[src/rtl/ssp_tx_fifo_if.sv]
// Bus bundle between the APB write side, the SSP transmit logic and the transmit FIFO.
// The master modport drives push/pop/clear requests; the slave modport returns data, flags and errors.
interface ssp_tx_fifo_if #(
  parameter int DATA_W = 8,
  parameter int ADDR_W = 2
);
  logic              psel;
  logic              pwrite;
  logic [DATA_W-1:0] pwdata;
  logic              tx_pop;
  logic              clr_err;
  logic [DATA_W-1:0] txdata;
  logic              flag_empty;
  logic              flag_full;
  logic [ADDR_W:0]   level;
  logic              overrun;
  logic              underrun;

  modport master (
    output psel, pwrite, pwdata, tx_pop, clr_err,
    input  txdata, flag_empty, flag_full, level, overrun, underrun
  );

  modport slave (
    input  psel, pwrite, pwdata, tx_pop, clr_err,
    output txdata, flag_empty, flag_full, level, overrun, underrun
  );
endinterface

[src/rtl/ssp_tx_fifo.sv]
// SSP transmit FIFO: APB pushes, first-word-fall-through read to the serialiser; flags/level combinational from pointers.
// A pushed word is visible on txdata the cycle after its edge; dropped pushes and empty pops latch sticky errors.
module ssp_tx_fifo #(
  parameter int DATA_W = 8,
  parameter int DEPTH  = 4,
  parameter int ADDR_W = 2
) (
  input logic          pclk,
  input logic          clr_b,
  ssp_tx_fifo_if.slave bus
);
  localparam logic [ADDR_W:0] PTR_ONE = 1;

  logic [ADDR_W:0]   w_ptr_q, w_ptr_d;
  logic [ADDR_W:0]   r_ptr_q, r_ptr_d;
  logic [DATA_W-1:0] mem_q [DEPTH];
  logic [DATA_W-1:0] mem_d [DEPTH];
  logic              overrun_q, overrun_d;
  logic              underrun_q, underrun_d;

  logic              flag_empty;
  logic              flag_full;
  logic              push_req;
  logic              pop_ok;
  logic              push_ok;
  logic [ADDR_W-1:0] w_addr;
  logic [ADDR_W-1:0] r_addr;

  assign w_addr     = w_ptr_q[ADDR_W-1:0];
  assign r_addr     = r_ptr_q[ADDR_W-1:0];
  assign flag_empty = (w_ptr_q == r_ptr_q);
  // Same slot but opposite wrap phase means the writer is a full lap ahead.
  assign flag_full  = (w_addr == r_addr) && (w_ptr_q[ADDR_W] != r_ptr_q[ADDR_W]);

  assign push_req = bus.psel && bus.pwrite;
  assign pop_ok   = bus.tx_pop && !flag_empty;
  // A pop on the same edge frees the slot the push needs when full.
  assign push_ok  = push_req && (!flag_full || pop_ok);

  always_comb begin
    w_ptr_d = w_ptr_q;
    r_ptr_d = r_ptr_q;
    mem_d   = mem_q;
    if (pop_ok) begin
      r_ptr_d = r_ptr_q + PTR_ONE;
    end
    if (push_ok) begin
      mem_d[w_addr] = bus.pwdata;
      w_ptr_d       = w_ptr_q + PTR_ONE;
    end
    // A fresh error in the clearing cycle must not be lost.
    overrun_d  = (overrun_q && !bus.clr_err) || (push_req && !push_ok);
    underrun_d = (underrun_q && !bus.clr_err) || (bus.tx_pop && flag_empty);
  end

  always_ff @(posedge pclk or posedge clr_b) begin
    if (clr_b) begin
      w_ptr_q    <= '0;
      r_ptr_q    <= '0;
      overrun_q  <= 1'b0;
      underrun_q <= 1'b0;
      for (int i = 0; i < DEPTH; i++) begin
        mem_q[i] <= '0;
      end
    end else begin
      w_ptr_q    <= w_ptr_d;
      r_ptr_q    <= r_ptr_d;
      overrun_q  <= overrun_d;
      underrun_q <= underrun_d;
      mem_q      <= mem_d;
    end
  end

  assign bus.txdata     = mem_q[r_addr];
  assign bus.flag_empty = flag_empty;
  assign bus.flag_full  = flag_full;
  assign bus.level      = w_ptr_q - r_ptr_q;
  assign bus.overrun    = overrun_q;
  assign bus.underrun   = underrun_q;
endmodule
[src/flat_wrapper.sv]
// flat-port wrapper written by rule: the top's interface ports become plain ports
module ssp_tx_fifo_flat 
#(
  parameter int DATA_W = 8,
  parameter int DEPTH  = 4,
  parameter int ADDR_W = 2
)
  (pclk, clr_b, bus_psel, bus_pwrite, bus_pwdata, bus_tx_pop, bus_clr_err, bus_txdata, bus_flag_empty, bus_flag_full, bus_level, bus_overrun, bus_underrun);
  ssp_tx_fifo_if #(.DATA_W(DATA_W), .ADDR_W(ADDR_W)) bus_i ();
  input logic pclk;
  input logic clr_b;
  input wire logic [$bits(bus_i.psel)-1:0] bus_psel;
  input wire logic [$bits(bus_i.pwrite)-1:0] bus_pwrite;
  input wire logic [$bits(bus_i.pwdata)-1:0] bus_pwdata;
  input wire logic [$bits(bus_i.tx_pop)-1:0] bus_tx_pop;
  input wire logic [$bits(bus_i.clr_err)-1:0] bus_clr_err;
  output wire logic [$bits(bus_i.txdata)-1:0] bus_txdata;
  output wire logic [$bits(bus_i.flag_empty)-1:0] bus_flag_empty;
  output wire logic [$bits(bus_i.flag_full)-1:0] bus_flag_full;
  output wire logic [$bits(bus_i.level)-1:0] bus_level;
  output wire logic [$bits(bus_i.overrun)-1:0] bus_overrun;
  output wire logic [$bits(bus_i.underrun)-1:0] bus_underrun;
  assign bus_i.psel = bus_psel;
  assign bus_i.pwrite = bus_pwrite;
  assign bus_i.pwdata = bus_pwdata;
  assign bus_i.tx_pop = bus_tx_pop;
  assign bus_i.clr_err = bus_clr_err;
  assign bus_txdata = bus_i.txdata;
  assign bus_flag_empty = bus_i.flag_empty;
  assign bus_flag_full = bus_i.flag_full;
  assign bus_level = bus_i.level;
  assign bus_overrun = bus_i.overrun;
  assign bus_underrun = bus_i.underrun;
  ssp_tx_fifo #(.DATA_W(DATA_W), .DEPTH(DEPTH), .ADDR_W(ADDR_W)) u_core (.pclk(pclk), .clr_b(clr_b), .bus(bus_i));
endmodule
[config.mk]
export PLATFORM = sky130hd
export DESIGN_NAME = ssp_tx_fifo_flat
export DESIGN_NICKNAME = d
export VERILOG_FILES = /design/src/rtl/ssp_tx_fifo_if.sv /design/src/rtl/ssp_tx_fifo.sv /design/src/flat_wrapper.sv
export SDC_FILE = /design/constraint.sdc
export NUM_CORES = 1
export LEC_CHECK = 0
export CAP_MARGIN = 15
export CORE_AREA = 4 4 58 73
export CTS_CLUSTER_SIZE = 30
export DETAILED_ROUTE_END_ITERATION = 10
export DIE_AREA = 0 0 62 77
export PLACE_DENSITY_LB_ADDON = 0.08
export SYNTH_ARGS = -nofsm -noshare
export SYNTH_HDL_FRONTEND = slang
export SYNTH_SLANG_ARGS = --single-unit
[constraint.sdc]
create_clock -name pclk -period 4.1 [get_ports pclk]
set_input_delay 1.025 -clock pclk [delete_from_list [all_inputs] [get_ports pclk]]
set_output_delay 1.025 -clock pclk [all_outputs]
set_load 0.05 [all_outputs]
==> impl_metrics.yaml, run 1 <==
route:
  detail_route.vias_per_cell: 5.62
  route.detailed.drc: 0
  drt_pass1_iterations: 4
  initialDrtViolationCount: 35
  postRouteAntennaNets: 0
  route.detailed.wl_per_inst_um: 17.9
  detail_route.wirelength_um: 3570
  vias: 1123
placed_design:
  dp.final_hpwl_um: 2570
  place_ws_ns: 0.749
  routabilityCongestion: 0.764
  io_buffers: 28
  post_detailed_placement_cell_area_sq_um: 2240
worst_hold_path:
  worst_hold_path.endpoint: "u_core.bus.overrun"
  hold_path_class: "reg -> reg"
  hold_depth: 1
  timing.hold.worst.start: "u_core.bus.overrun"
logic_synthesis:
  netlist_instances: 127
  yosys_reg_bits: 40
  async_flop_share_pct: 100
  sequential_area_share_after_synthesis_pct: 52.3
  dominantRegCellSynth: "dfrtp_1"
  synth-edff-count: 0
  ys_types: 23
  yosysWarningCount: 0
  syn-num-nets: 149
  synthesized_area_sq_um: 1910
  synthesized_area_per_cell_sq_um: 15.1
timing:
  clock-skew-final_ns: 0.00562
  tightestPinTransition_ns: 0.904
  finalHoldViolCount: 0
  post-route-period-util_pct: 88.2
  finalSetupViolations: 0
  fmax_mhz: 277
  final_max_slew_viol_count: 0
  setup-tns-final_ns: 0
  setup_slack_ns: 0.485
  rsz_0062_raised_after_global_routing: "false"
  slew_headroom_pct: 39.7
  period_minus_slack_ns: 3.62
cts:
  h-tree-depth: 2
  cts_buffers: 5
  numClockSinks: 40
  cts-root-to-sink-buffers: 2
  cts-resized-gates: 0
  cts_hold_buf: 0
  path_clk_slew_ns: 0.08
  tritoncts_clock_tree: "yes"
  cts-root-buf: "clkbuf_8"
  worst_skew_pair.late_latency_ns: 0.28
  cts.repair_timing.setup_buffer_count: 0
run:
  drv.max_cap_violation_count: 0
worst_setup_path:
  rr_worst_depth: 4
  cp_max_fo: 11
  rrSetupSlack_ns: 1.56
  timing_worst_setup_path_type: "reg -> out"
  rr_endpoint: "u_core.mem_q[7]"
  timing.rr.start: "u_core.r_ptr_q[0]"
  crit_path_end_kind: "output pin"
  cp_data_arrival_time_ns: 2.59
  crit_path_start_kind: "flop"
  worst-endpoint-required_ns: 3.07
finish:
  fill_cells: 244
  postLayoutCellArea_sq_um: 2350
  post-route-util_pct: 66.8
  layout-drive-gt1-share_pct: 34.8
  fin_nets: 182
  insertedDiodeCount: 0
  area_growth_syn_to_layout_pct: 22.7
floorplan:
  full_die_area_sq_um: 4770
  io-pin-count: 29
  core-area_sq_um: 3510
  die_height_um: 77
  num_rows: 24
  floorplan_die_width_um: 62
  initial_core_util_pct: 54.5
global_routing:
  grt_max_degree: 26
  grt_pass1_vias: 1274
  grt.overflow.total: 0
  grt_usage_pct: 17.5
  grt_pass1_wl_um: 6150
  antenna_violations_before_repair: 0
status:
  status: "finished, final reports clean"
## layer usage
layer | wire length (um) | track usage, %
met5 | 0 | 0
met4 | 21 | 5.73
met3 | 134 | 3.70
met2 | 1950 | 27.6
met1 | 1470 | 23.7
## final cells by class
class,instances,area [sq um],area share (%)
sequential,40,1000,42.6
inverter,7,26.3,1.12
multi-input combinational,77,873,37.2
clock buffer,5,68.8,2.93
tap,39,48.8,2.08
clock inverter,3,42.5,1.81
timing repair buffer,29,288,12.3
## Yosys cell counts, types with 2 or more instances
master   number  area share, %
a21oi_2       4            1.8
xor2_1        2           0.92
nand3_1       4            1.0
mux4_2        8            9.4
ha_1          7            4.6
dfrtp_1      40             52
mux2_2       34             20
nand2_1       4           0.78
xnor2_1       2           0.92
inv_1         7            1.4
nor2_1        2           0.39
buf_2         2           0.52
## cell usage in the layout (no fill, tap or decap)
| master | synthesis | routed |
|---|---|---|
| mux4_2 | 8 | 8 |
| nor2b_1 | 1 | 1 |
| clkinv_2 | 0 | 1 |
| dfrtp_1 | 40 | 40 |
| clkdlybuf4s50_1 | 0 | 28 |
| a21oi_2 | 4 | 4 |
| xnor2_1 | 2 | 2 |
| o21ai_0 | 1 | 1 |
| ha_1 | 7 | 7 |
| nand2_1 | 4 | 4 |
| nand3_1 | 4 | 4 |
| nor2_1 | 2 | 2 |
| clkbuf_8 | 0 | 5 |
| a21o_1 | 1 | 1 |
| mux2_2 | 34 | 34 |
| buf_4 | 0 | 1 |
| clkinvlp_4 | 0 | 1 |
| xor2_4 | 1 | 1 |
| bufinv_16 | 0 | 1 |
| fa_1 | 1 | 1 |
| nor3b_1 | 1 | 1 |
| o2bb2ai_1 | 1 | 1 |
| a221o_1 | 1 | 1 |
| a22o_1 | 1 | 1 |
| and3b_1 | 1 | 1 |
| xor2_1 | 2 | 2 |
| inv_1 | 7 | 7 |
## logic make-up (layout without fill, tap and decap cells)
family / after synthesis / in the layout / share of synthesized area, %
simple gates: 13 / 13 / 3.40
flops: 40 / 40 / 52.3
xor+xnor: 5 / 5 / 3.27
mux: 42 / 42 / 29.4
fa+ha+maj: 8 / 8 / 5.62
buf+inv: 10 / 44 / 2.09
compound gates: 9 / 9 / 3.92
## worst max-delay path: stages (launching register included)
cell	delay [ns]
dfrtp_1	0.62
ha_1	0.34
fa_1	0.38
xor2_1	0.15
clkdlybuf4s50_1	0.81
## per-stage QoR
step / instances / hold slack [ns]
floorplan: 127 / 0.475
global placement: 192 / 0.470
detailed placement: 192 / 0.476
CTS: 200 / 0.498
global route: 200 / 0.532
finish: 200 / 0.495
## worst max path at each step
stage	startpoint	to	slack [ns]	depth (start not counted)
after floorplan	u_core.r_ptr_q[1]	bus_flag_full	1.22	5
after global placement	u_core.r_ptr_q[0]	bus_level[2]	0.77	4
after detailed placement	u_core.r_ptr_q[0]	bus_level[1]	0.75	4
after CTS	u_core.r_ptr_q[0]	bus_level[1]	0.43	4
after global routing	u_core.r_ptr_q[0]	bus_level[2]	0.31	4
final	u_core.r_ptr_q[0]	bus_level[2]	0.48	4
## registers in the layout, indices dropped and copies added (netlist names)
signal               count
u_core.r_ptr_q           3
u_core.mem_q            32
u_core.w_ptr_q           3
u_core.bus.underrun      1
u_core.bus.overrun       1
Power of run 1 is not shown: default switching activity piles up to over one toggle a cycle in this logic, so the estimate is an artifact.
==> inputs of run 2 (changes only) <==
--- a/config.mk
+++ b/config.mk
@@ -6,11 +6,13 @@
 export NUM_CORES = 1
 export LEC_CHECK = 0
 export CAP_MARGIN = 15
-export CORE_AREA = 4 4 58 73
+export CORE_AREA = 4 4 64 80
 export CTS_CLUSTER_SIZE = 30
 export DETAILED_ROUTE_END_ITERATION = 10
-export DIE_AREA = 0 0 62 77
+export DIE_AREA = 0 0 68 84
+export HOLD_SLACK_MARGIN = 0.06
 export PLACE_DENSITY_LB_ADDON = 0.08
+export REMOVE_ABC_BUFFERS = 1
 export SYNTH_ARGS = -nofsm -noshare
 export SYNTH_HDL_FRONTEND = slang
 export SYNTH_SLANG_ARGS = --single-unit
==> run 2 against run 1 <==
  * Sequential share of layout area fell by 0.69 points
  * Global-route usage is 2.6 points lower
  * Critical path depth unchanged
  * Die area rose by 20%
  * Wire length increased by 2.5%
  * First-iteration DRC count is 8.6% lower
  * Setup slack about the same
  * Non-clock buffer count is the same
  * Fmax about the same
  * Clock-buffer cell count up 2
  * Register-to-register slack worse by 0.02 ns
  * Highest routed layer unchanged
==> impl_metrics.yaml, run 2 (synthesized netlist as in run 1, its figures left out) <==
status:
  status: "finished, final reports clean"
placed_design:
  io_buffers: 28
  dp.final_hpwl_um: 2610
  routabilityCongestion: 0.704
  place_ws_ns: 0.741
global_routing:
  grt.overflow.total: 0
  antenna_violations_before_repair: 0
  grt_pass1_wl_um: 6400
  grt_max_degree: 41
  grt_usage_pct: 15.0
  grt_pass1_vias: 1310
floorplan:
  core-area_sq_um: 4390
  floorplan_die_width_um: 68
  io-pin-count: 29
  die_height_um: 84
  initial_core_util_pct: 43.6
  num_rows: 27
  full_die_area_sq_um: 5710
route:
  drt_pass1_iterations: 3
  detail_route.wirelength_um: 3660
  detail_route.vias_per_cell: 5.22
  route.detailed.drc: 0
  initialDrtViolationCount: 32
  route.detailed.wl_per_inst_um: 16.7
  postRouteAntennaNets: 0
  vias: 1143
cts:
  cts.repair_timing.setup_buffer_count: 0
  worst_skew_pair.late_latency_ns: 0.28
  cts_hold_buf: 0
  tritoncts_clock_tree: "yes"
  cts-root-buf: "clkbuf_8"
  numClockSinks: 40
  path_clk_slew_ns: 0.07
  cts-root-to-sink-buffers: 2
  h-tree-depth: 2
  cts_buffers: 5
  cts-resized-gates: 0
finish:
  leading_cell_types_in_the_layout_fill_and_taps_excluded: "dfrtp_1, mux2_2, clkdlybuf4s50_1"
  top_regs: "u_core.mem_q (32), u_core.r_ptr_q (3), u_core.w_ptr_q (3)"
  layout-drive-gt1-share_pct: 34.8
  fin_nets: 182
  area_growth_syn_to_layout_pct: 24.7
  register_ranked_first_by_flip_flop_count: "u_core.mem_q"
  fill_cells: 382
  final_common_cell: "dfrtp_1"
  insertedDiodeCount: 0
  number_of_flip_flops_under_the_largest_register_name: 32
timing:
  fmax_mhz: 277
  final_max_slew_viol_count: 0
  setup-tns-final_ns: 0
  period_minus_slack_ns: 3.61
  rsz_0062_raised_after_global_routing: "false"
  tightestPinTransition_ns: 0.712
  finalSetupViolations: 0
  setup_slack_ns: 0.485
  finalHoldViolCount: 0
  clock-skew-final_ns: 0.00423
  slew_headroom_pct: 52.5
  worst_hold_slack_ns: 0.489
  post-route-period-util_pct: 88.2
worst_setup_path:
  worst-endpoint-required_ns: 3.07
  cp_data_arrival_time_ns: 2.59
  timing_worst_setup_path_type: "reg -> out"
  cp_max_fo: 11
  crit_path_start_kind: "flop"
  crit_path_end_kind: "output pin"
run:
  drv.max_cap_violation_count: 0
worst_hold_path:
  hold_path_class: "reg -> reg"
[run 2: cell types whose count changed in the layout (fill, tap and decap cells not counted), sizes merged]
cell,previous run,this run
clkbuf,5,7
clkinv,1,0
clkinvlp,1,0
[run 2: layer usage]
layer	vias up	GRT usage, %	part of all wire [%]
li1	523	-	-
met5	-	0	0
met4	0	4.34	1.5
met2	22	25.7	53
met1	593	18.0	41
met3	5	3.64	4.4
[run 2: final cells by class]
| type | count | area [sq um] | share of cell area (%) |
|---|---|---|---|
| clock inverter | 1 | 30.0 | 1.26 |
| tap | 58 | 72.6 | 3.04 |
| clock buffer | 7 | 96.3 | 4.04 |
| inverter | 7 | 26.3 | 1.10 |
| multi-input combinational | 77 | 873 | 36.6 |
| sequential | 40 | 1000 | 41.9 |
| timing repair buffer | 29 | 288 | 12.1 |
[run 2: worst max-delay path, cell delays in order (launching register included)]
cell and delay [ns]:
dfrtp_1 0.62, ha_1 0.34, fa_1 0.38, xor2_1 0.16, clkdlybuf4s50_1 0.81
[run 2: path summary, 6_finish.rpt]
path / startpoint / end / slack [ns] / cells past startpoint
worst max-delay path: u_core.r_ptr_q[0] / bus_level[2] / 0.49 / 4
worst min-delay path: u_core.bus.overrun / u_core.bus.overrun / 0.49 / 1
worst max register to register: u_core.r_ptr_q[0] / u_core.mem_q[4] / 1.54 / 4
worst min register to register: u_core.bus.overrun / u_core.bus.overrun / 0.49 / 1
max in group asynchronous: clr_b / u_core.mem_q[11] / 2.58 / 3
min in group asynchronous: clr_b / u_core.mem_q[21] / 1.16 / 3
[run 2: metrics by stage]
| step | instance area, sq um | instances | utilization, % |
|---|---|---|---|
| floorplan | 1900 | 124 | - |
| global placement | 2260 | 211 | 51.5 |
| detailed placement | 2260 | 211 | 51.5 |
| CTS | 2390 | 219 | 54.4 |
| global route | 2390 | 219 | 54.4 |
| finish | 2390 | 219 | 54.4 |
Power of run 2 is left out for the same reason.
